**config.mk**
```make
export PLATFORM = sky130hd
export DESIGN_NAME = rr_arbiter_n_flat
export DESIGN_NICKNAME = d
export VERILOG_FILES = /design/src/rtl/rr_arbiter_n_if.sv /design/src/rtl/rr_arbiter_n.sv /design/src/flat_wrapper.sv
export SDC_FILE = /design/constraint.sdc
export NUM_CORES = 1
export LEC_CHECK = 0
export BUFFER_PORTS_ARGS = -buffer_cell sky130_fd_sc_hd__buf_4
export CAP_MARGIN = 20
export CORE_UTILIZATION = 37
export DETAILED_ROUTE_END_ITERATION = 10
export GPL_ROUTABILITY_DRIVEN = 0
export PLACE_DENSITY_LB_ADDON = 0.15
export SYNTH_ARGS = -nofsm -noshare
export SYNTH_HDL_FRONTEND = slang
export SYNTH_SLANG_ARGS = --single-unit
export TNS_END_PERCENT = 20
```
**constraint.sdc**
```tcl
create_clock -name clk -period 1.9 [get_ports clk]
set_input_delay 0.095 -clock clk [delete_from_list [all_inputs] [get_ports clk]]
set_output_delay 0.095 -clock clk [all_outputs]
set_load 0.02 [all_outputs]
```
**src/rtl/rr_arbiter_n_if.sv**
```systemverilog
// Request/grant bundle for rr_arbiter_n. The master drives requests and the slave (arbiter) returns
// the grant, the owner index, busy and the preemption pulse.
interface rr_arbiter_n_if #(
  parameter int N   = 4,
  parameter int IDW = $clog2(N)
);
  logic [N-1:0]   req;
  logic [N-1:0]   gnt;
  logic [IDW-1:0] gnt_id;
  logic           busy;
  logic           preempt;

  modport master (output req, input gnt, gnt_id, busy, preempt);
  modport slave  (input req, output gnt, gnt_id, busy, preempt);
endinterface

```
**src/rtl/rr_arbiter_n.sv**
```systemverilog
// N-requester round-robin arbiter with grant-hold and zero-gap handoff.
// Optional ARB_HOLD_LIMIT_EN: revoke a grant after MAX_HOLD cycles when another requester waits.
module rr_arbiter_n #(
  parameter int N        = 4,
  parameter int MAX_HOLD = 16
) (
  input logic         clk,
  input logic         rst,
  rr_arbiter_n_if.slave bus
);
  localparam int IDW = $clog2(N);

  if (N < 2 || N > 32 || MAX_HOLD < 1 || MAX_HOLD > 65535) begin : g_param_check
    $error("rr_arbiter_n: N must be 2..32 and MAX_HOLD must be 1..65535");
  end

  typedef enum logic {IDLE, OWNED} state_t;

  state_t         state;
  logic [IDW-1:0] ptr;
  logic [N-1:0]   cand;
  logic [IDW:0]   pick;
  logic           found;
  logic [IDW-1:0] win;
  logic [IDW-1:0] win_next;
  logic [N-1:0]   win_onehot;
  logic           owner_done;
  logic           limit_hit;
  logic           take;
  logic           drop;

  // The first set bit of cand at or after start, wrapping at N. Bit IDW of the result flags a hit.
  function automatic logic [IDW:0] pick_next(input logic [N-1:0] c, input logic [IDW-1:0] start);
    logic [IDW:0] result;
    int           idx;
    result = '0;
    for (int k = N - 1; k >= 0; k--) begin
      idx = int'(start) + k;
      if (idx >= N) idx = idx - N;
      if (c[idx]) result = {1'b1, IDW'(idx)};
    end
    return result;
  endfunction

  // While owned, ptr already equals owner+1, so one search from ptr serves both the idle case and the handoff case.
  always_comb begin
    cand = (state == OWNED) ? (bus.req & ~bus.gnt) : bus.req;
    pick = pick_next(cand, ptr);
  end

  assign found      = pick[IDW];
  assign win        = pick[IDW-1:0];
  assign win_next   = (win == IDW'(N - 1)) ? '0 : win + 1'b1;
  assign win_onehot = N'(1) << win;
  assign owner_done = (state == OWNED) && !bus.req[bus.gnt_id];

`ifdef ARB_HOLD_LIMIT_EN
  logic [15:0] hold_cnt;

  // hold_cnt counts completed owned cycles, so the limit bites on the MAX_HOLD-th grant cycle.
  assign limit_hit = (int'(hold_cnt) + 1) >= MAX_HOLD;
`else
  assign limit_hit   = 1'b0;
  assign bus.preempt = 1'b0;
`endif

  assign take = (state == IDLE) ? found : (found && (owner_done || limit_hit));
  assign drop = owner_done && !found;

  // NOTE: every register here uses <= so all of them sample the pre-edge values of state, ptr and req.
  always_ff @(posedge clk or posedge rst) begin
    if (rst) begin
      state      <= IDLE;
      ptr        <= '0;
      bus.gnt    <= '0;
      bus.gnt_id <= '0;
      bus.busy   <= 1'b0;
`ifdef ARB_HOLD_LIMIT_EN
      hold_cnt    <= '0;
      bus.preempt <= 1'b0;
`endif
    end else begin
      if (take) begin
        state      <= OWNED;
        ptr        <= win_next;
        bus.gnt    <= win_onehot;
        bus.gnt_id <= win;
        bus.busy   <= 1'b1;
      end else if (drop) begin
        state      <= IDLE;
        bus.gnt    <= '0;
        bus.gnt_id <= '0;
        bus.busy   <= 1'b0;
      end
`ifdef ARB_HOLD_LIMIT_EN
      bus.preempt <= take && (state == OWNED) && !owner_done;
      if (take) hold_cnt <= '0;
      else if (state == OWNED && int'(hold_cnt) < MAX_HOLD) hold_cnt <= hold_cnt + 1'b1;
`endif
    end
  end
endmodule

```
**src/flat_wrapper.sv**
```systemverilog
// flat-port wrapper written by rule: the top's interface ports become plain ports
module rr_arbiter_n_flat 
#(
  parameter int N        = 4,
  parameter int MAX_HOLD = 16
)
  (clk, rst, bus_req, bus_gnt, bus_gnt_id, bus_busy, bus_preempt);
  rr_arbiter_n_if #(.N(N)) bus_i ();
  input logic clk;
  input logic rst;
  input wire logic [$bits(bus_i.req)-1:0] bus_req;
  output wire logic [$bits(bus_i.gnt)-1:0] bus_gnt;
  output wire logic [$bits(bus_i.gnt_id)-1:0] bus_gnt_id;
  output wire logic [$bits(bus_i.busy)-1:0] bus_busy;
  output wire logic [$bits(bus_i.preempt)-1:0] bus_preempt;
  assign bus_i.req = bus_req;
  assign bus_gnt = bus_i.gnt;
  assign bus_gnt_id = bus_i.gnt_id;
  assign bus_busy = bus_i.busy;
  assign bus_preempt = bus_i.preempt;
  rr_arbiter_n #(.N(N), .MAX_HOLD(MAX_HOLD)) u_core (.clk(clk), .rst(rst), .bus(bus_i));
endmodule
```
# [Word-level counts from Yosys, hierarchy flattened]
# Index checks and enable logic that the tools add are counted.
[op_classes] shift=1 n_lt_le_gt_ge=9 bitwise=2 n_addsub=8 eq_ne=1 n_reduce_logical=6 mux=31
[op_table] operator="$lt A32 B4 Y1 const B" n=4
[op_table] operator="$mux W32" n=4
[op_table] operator="$ge A32 B4 Y1 const B" n=3
[op_table] operator="$sub A32 B4 Y32 const B" n=3
[op_table] operator="$mux W1" n=12
[op_table] operator="$mux W3" n=4
[op_table] operator="$mux W4" n=3
[op_table] operator="$bmux W1 S2" n=5
[op_table] operator="$add A2 B2 Y3 const B" n=2
[op_table] operator="$mux W2" n=3
[op_table] operator="$and A4 B4 Y4" n=1
[op_table] operator="$not A4 Y4" n=1
[op_table] operator="$shl A1 B2 Y4 const A" n=1
[op_table] operator="$sub A2 B3 Y4 const B" n=1
[op_table] operator="$add A2 B1 Y3 const B" n=1
[op_table] operator="$ge A2 B3 Y1 const B" n=1
[op_table] operator="$logic_and A1 B1 Y1" n=3
[op_table] operator="$lt A2 B3 Y1 const B" n=1
[op_table] operator="$add A2 B1 Y2 const B" n=1
[op_table] operator="$eq A2 B2 Y1 const B" n=1
[op_table] operator="$logic_not A1 Y1" n=2
[op_table] operator="$reduce_bool A2 Y1" n=1
[totals] register_bits=9 inputBits=6 elab_cells=62 output_inout_bits=8

# [Longest topological paths before layout]
[depth] ltp_word=14 ltp_mapped=8 depth_no_buf=7

# [Worst setup path before layout]
# OpenSTA, ideal clock, no wires.
[synth_timing] path_kind="reg2reg" startpoint="register u_core.bus.gnt[2]" endpoint="register u_core.ptr[1]" n_path_buf=0 slack_ns=-0.029 stages_incl_launch_ff=7 arrival_ns=1.804 t_required_ns=1.775 setup_time_ns=0.125 period_less_slack_ns=1.929 path_cell_list="dfrtp_1 > mux2_4 > a221oi_2 > or3_1 > o211ai_2 > ha_1 > mux2_4"
[synth_between] elab_chain_len=12 word_cells_on_any_way=24 classes_between="add/sub (1); eq/ne (1); mux (19); bitwise (2); reduce/logical (1)"
[synth_rtl] item="from (decl)" line="rr_arbiter_n_if.sv:14" source="modport slave (input req, output gnt, gnt_id, busy, preempt);"
[synth_rtl] item="from (signal assigned)" line="rr_arbiter_n.sv:86" source="bus.gnt <= win_onehot;"
[synth_rtl] item="$not A4 Y4 (*)" line="rr_arbiter_n.sv:47" source="cand = (state == OWNED) ? (bus.req & ~bus.gnt) : bus.req;"
[synth_rtl] item="$and A4 B4 Y4 (*)" line="rr_arbiter_n.sv:47"
[synth_rtl] item="$mux W4 (*)" line="rr_arbiter_n.sv:47"
[synth_rtl] item="$bmux W1 S2" line="rr_arbiter_n.sv:40" source="if (c[idx]) result = {1'b1, IDW'(idx)};"
[synth_rtl] item="$mux W1 (not written as such) (2 in a row)" line="rr_arbiter_n.sv:40"
[synth_rtl] item="$mux W3 (3 in a row)" line="rr_arbiter_n.sv:40"
[synth_rtl] item="$mux W3 (*)" line="rr_arbiter_n.sv:40"
[synth_rtl] item="$add A2 B1 Y2 or $eq A2 B2 Y1 (tied branches)" line="rr_arbiter_n.sv:53" source="assign win_next = (win == IDW'(N - 1)) ? '0 : win + 1'b1;"
[synth_rtl] item="$mux W2 (*)" line="rr_arbiter_n.sv:53"
[synth_rtl] item="net u_core.win_next[1]" line="rr_arbiter_n.sv:25" source="logic [IDW-1:0] win_next;"
[synth_rtl] item="to (signal assigned)" line="rr_arbiter_n.sv:85" source="ptr <= win_next;"
[synth_rtl] item="to (decl)" line="rr_arbiter_n.sv:20" source="logic [IDW-1:0] ptr;"
# The timed path passes the listed nets; every way through them passes the cells marked *. The select of a mux whose other input is x is not followed.
# A chain may end at the register's enable or synchronous reset.

# [Worst setup path after layout]
[layout_timing] startpoint="register u_core.ptr[0]" endpoint="register u_core.ptr[1]"
[layout_between] elab_chain_len=12 word_cells_on_any_way=36 classes_between="add/sub (8); order compare (4); eq/ne (1); mux (22); reduce/logical (1)"
[layout_rtl] item="$add A2 B2 Y3" line="rr_arbiter_n.sv:38" source="idx = int'(start) + k;"
[layout_rtl] item="$sub A32 B4 Y32 or $ge A32 B4 Y1 (tied branches)" line="rr_arbiter_n.sv:39" source="if (idx >= N) idx = idx - N;"
[layout_rtl] item="$mux W32" line="rr_arbiter_n.sv:39"
[layout_rtl] item="$bmux W1 S2" line="rr_arbiter_n.sv:40"
[layout_rtl] item="$mux W1 (not written as such) (2 in a row)" line="rr_arbiter_n.sv:40"
[layout_rtl] item="$mux W3 (3 in a row)" line="rr_arbiter_n.sv:40"
[layout_rtl] item="$mux W3 (*)" line="rr_arbiter_n.sv:40"
[layout_rtl] item="$add A2 B1 Y2 or $eq A2 B2 Y1 (tied branches)" line="rr_arbiter_n.sv:53"
[layout_rtl] item="$mux W2 (*)" line="rr_arbiter_n.sv:53"
[layout_rtl] item="net u_core.win_next[1]" line="rr_arbiter_n.sv:25"
# Marked as above.

==> summary.txt <==
Run status
  • Outcome: complete, but fails checks
  • Failing checks: negative setup slack

Logic synthesis
  • Synth area leader: dfrtp_1
  • Yosys Warn Count: 0
  • Yosys reg bits: 9
  • Area share of the largest cell type after synthesis: 0.341
  • Number of flops mapped to enable cells by yosys: 0
  • Ys async rst share: 1.00
  • Cell Area, Synth: between 600 and 700 um2
  • Post-synth cell types: 29
  • Cells after synthesis: 60
  • Post-Syn Nets: 70
  • Main synth FF type: dfrtp_1
  • Synth top area cells: dfrtp_1 (34%), a22o_1 (8.0%), ha_1 (7.6%)
  • Mean Syn Cell Area: 11.0 um2
  • Part of the Yosys area used for sequential elements: 0.341

STA
  • Fmax: 522 MHz
  • Tmin final: 1.92 ns
  • Final setup violation count: 1
  • Clock Skews: 0.00146 ns
  • Pins Over Slew Limit: 0
  • Final setup margin: -0.0167 ns
  • Period utilisation layout: 1.01
  • RSZ-0062 raised after global routing: true
  • Final Hold Vio Count: 0
  • TNS Setup: -0.0167 ns

Floorplanning
  • Ports: 14
  • Rows: 14
  • Initial Util: 0.414
  • Core area: 1590 um2
  • Chip width: around 44 um
  • Die Y: ~44 um
  • DIE AREA: about 2000 um2

Setup path
  • Max Fanout on Critical Path: 4
  • Arrival time at the worst endpoint: 2.05 ns
  • Crit-path cells: mux2_4 > a221oi_4 > or3_1 > o211ai_2 > ha_1 > mux2_4
  • Worst EP required: between 2 and 2.5 ns
  • Crit path largest cell delay: 0.41 ns
  • Worst Setup End Kind: flop
  • Crit Path Class: reg2reg
  • Slowest-stage cell, CP: dfrtp_1
  • Most frequent CP cell: mux2_4
  • CP startpoint kind: flop

Drt
  • Met3 WL post-DR: about 28 um
  • WL met2: about 700 um
  • Total number of vias: 564
  • Final ANT Viol Nets: 0
  • Wire length on met1: around 730 um
  • Number of remaining DRC errors: 0
  • Drt pass-1 iters: 5
  • Initial DRC Count: 3
  • Detailed Route WL: 1470 um
  • Highest Signal Layer: met4
  • Vias/cell: 4.95
  • Wire per inst: 12.9 um

Clock network
  • Htree depth: 1
  • Clock sinks: 9
  • Root Driver: clkbuf_4
  • Max Root-Sink Buffers: 2
  • CTS clk-pin slew, worst paths: 0.06 ns
  • Total CTS buffers: 3
  • Worst-Skew Late Latency: 0.25 ns
  • CTS tree: yes

Placed design
  • DP HPWL: 1170 um
  • Placed inst area: 866 um2
  • PortBufs: 12

Global route
  • GRT Overall Usage: 0.182
  • GR Overflow Total: 0
  • Largest net degree at the start of global routing: 10
  • Initial antenna violation count: 0
  • First-pass GRT wire length: between 2000 and 3000 um
  • Vias in the first global route: 551

Layout
  • Diode count: 0
  • Reg area: 228 um2
  • Final #Nets: 101
  • Layout area overhead: 43.4%
  • Multi-input gate area: 417 um2
  • Filler instances: ~140
  • Post-route cell area: 947 um2
  • Share of cells above drive strength 1: 0.556

Power and ir drop
  • Power density over cell area: 1700 nW/um2
  • Static Leak: 0.000454 uW
  • Peak supply drop: 870 uV

Worst hold path
  • Hold WC Path Type: in2reg

Flow run
  • Max Cap Violations: 0
cells in the mapped netlist (2+ instances only):
cell,n
dfrtp_1,9
a22o_1,6
inv_1,6
nand2_1,6
ha_1,4
nor2_1,3
a21oi_1,2
buf_6,2
mux2_4,2
path summary, 6_finish.rpt:
check / start / end / slack (ns) / cells past startpoint
setup reg to reg: u_core.ptr[0] / u_core.ptr[1] / -0.02 / 6
hold / removal: bus_req[3] / u_core.bus.busy / 0.29 / 5
hold reg to reg: u_core.bus.gnt[0] / u_core.bus.gnt[0] / 0.55 / 1
max in group asynchronous: rst / u_core.bus.gnt[2] / 1.29 / 3
min in group asynchronous: rst / u_core.bus.gnt[1] / 0.35 / 3
setup / recovery: u_core.ptr[0] / u_core.ptr[1] / -0.02 / 6
critical path, delay by kind of cell (launching register included):
family | cells | cell delay, ns
flip-flops | 1 | 0.41
AND/OR/NAND/NOR | 1 | 0.16
AO/OA/AOI/OAI | 2 | 0.36
multiplexers | 2 | 0.58
adder cells (fa/ha/maj) | 1 | 0.29
through the flow:
| step | worst slack (ns) | hold WS [ns] | util | total power [uW] | cells |
|---|---|---|---|---|---|
| after global routing | -0.102 | 0.314 | 0.594 | 1760 | 114 |
| after CTS | -0.0137 | 0.272 | 0.568 | 1530 | 112 |
| after detailed placement | -0.00627 | 0.0742 | 0.543 | 1370 | 107 |
| final | -0.0167 | 0.287 | 0.594 | 1610 | 114 |
| after floorplan | -0.00193 | -0.0772 | - | 996 | 60 |
| after global placement | 0.0177 | 0.0758 | 0.543 | 1370 | 107 |
kinds of logic after synthesis:
| family | after synthesis | share of synthesized area |
|---|---|---|
| fa+ha+maj | 4 | 0.0758 |
| buf+inv | 9 | 0.0795 |
| simple gates | 11 | 0.0758 |
| compound gates | 21 | 0.311 |
| flops | 9 | 0.341 |
| mux | 5 | 0.112 |
| other cells | 1 | 0.00568 |
what timing repair did:
action,4_1_cts,5_1_grt
endpoints found under the setup margin,2,4
resized for setup,1,7
endpoints found under the hold margin,9,0
hold buffers,1,0
pin swaps,0,2
setup buffers,0,2
metal layers:
| layer | vias to the layer above | GRT usage |
|---|---|---|
| met2 | 8 | 0.265 |
| met4 | 0 | 0.0909 |
| met1 | 270 | 0.272 |
| met5 | - | 0 |
| li1 | 284 | - |
| met3 | 2 | 0.0122 |
flip-flops by register name (all words and copies together) (netlist names):
register	flops
u_core.bus.busy	1
u_core.bus.gnt	4
u_core.bus.gnt_id	2
u_core.ptr	2
cell usage in the layout (no fill, tap or decap), types with 2 or more instances in the layout:
cell type   n
mux2_4      2
a21oi_1     2
a22o_1      6
inv_1       5
dfrtp_1     7
clkbuf_4    3
buf_4      27
ha_1        2
ha_2        2
dfrtp_2     2
nand2_1     6
area by class of cell:
| cell class | instances | share of cell area |
|---|---|---|
| flip-flops and latches | 9 | 0.240 |
| multi-input cells | 42 | 0.440 |
| repair buffers | 29 | 0.236 |
| inverters | 6 | 0.0238 |
| clock buffers | 4 | 0.0277 |
| well taps | 24 | 0.0317 |
where the power goes:
group / leakage, uW / switching (uW) / internal (uW)
combinational: 0.000331 / 501 / 602
clock: 0.0000150 / 62.4 / 80.7
sequential: 0.000108 / 89.5 / 275
No activity file was read; power rests on OpenSTA's default activity.
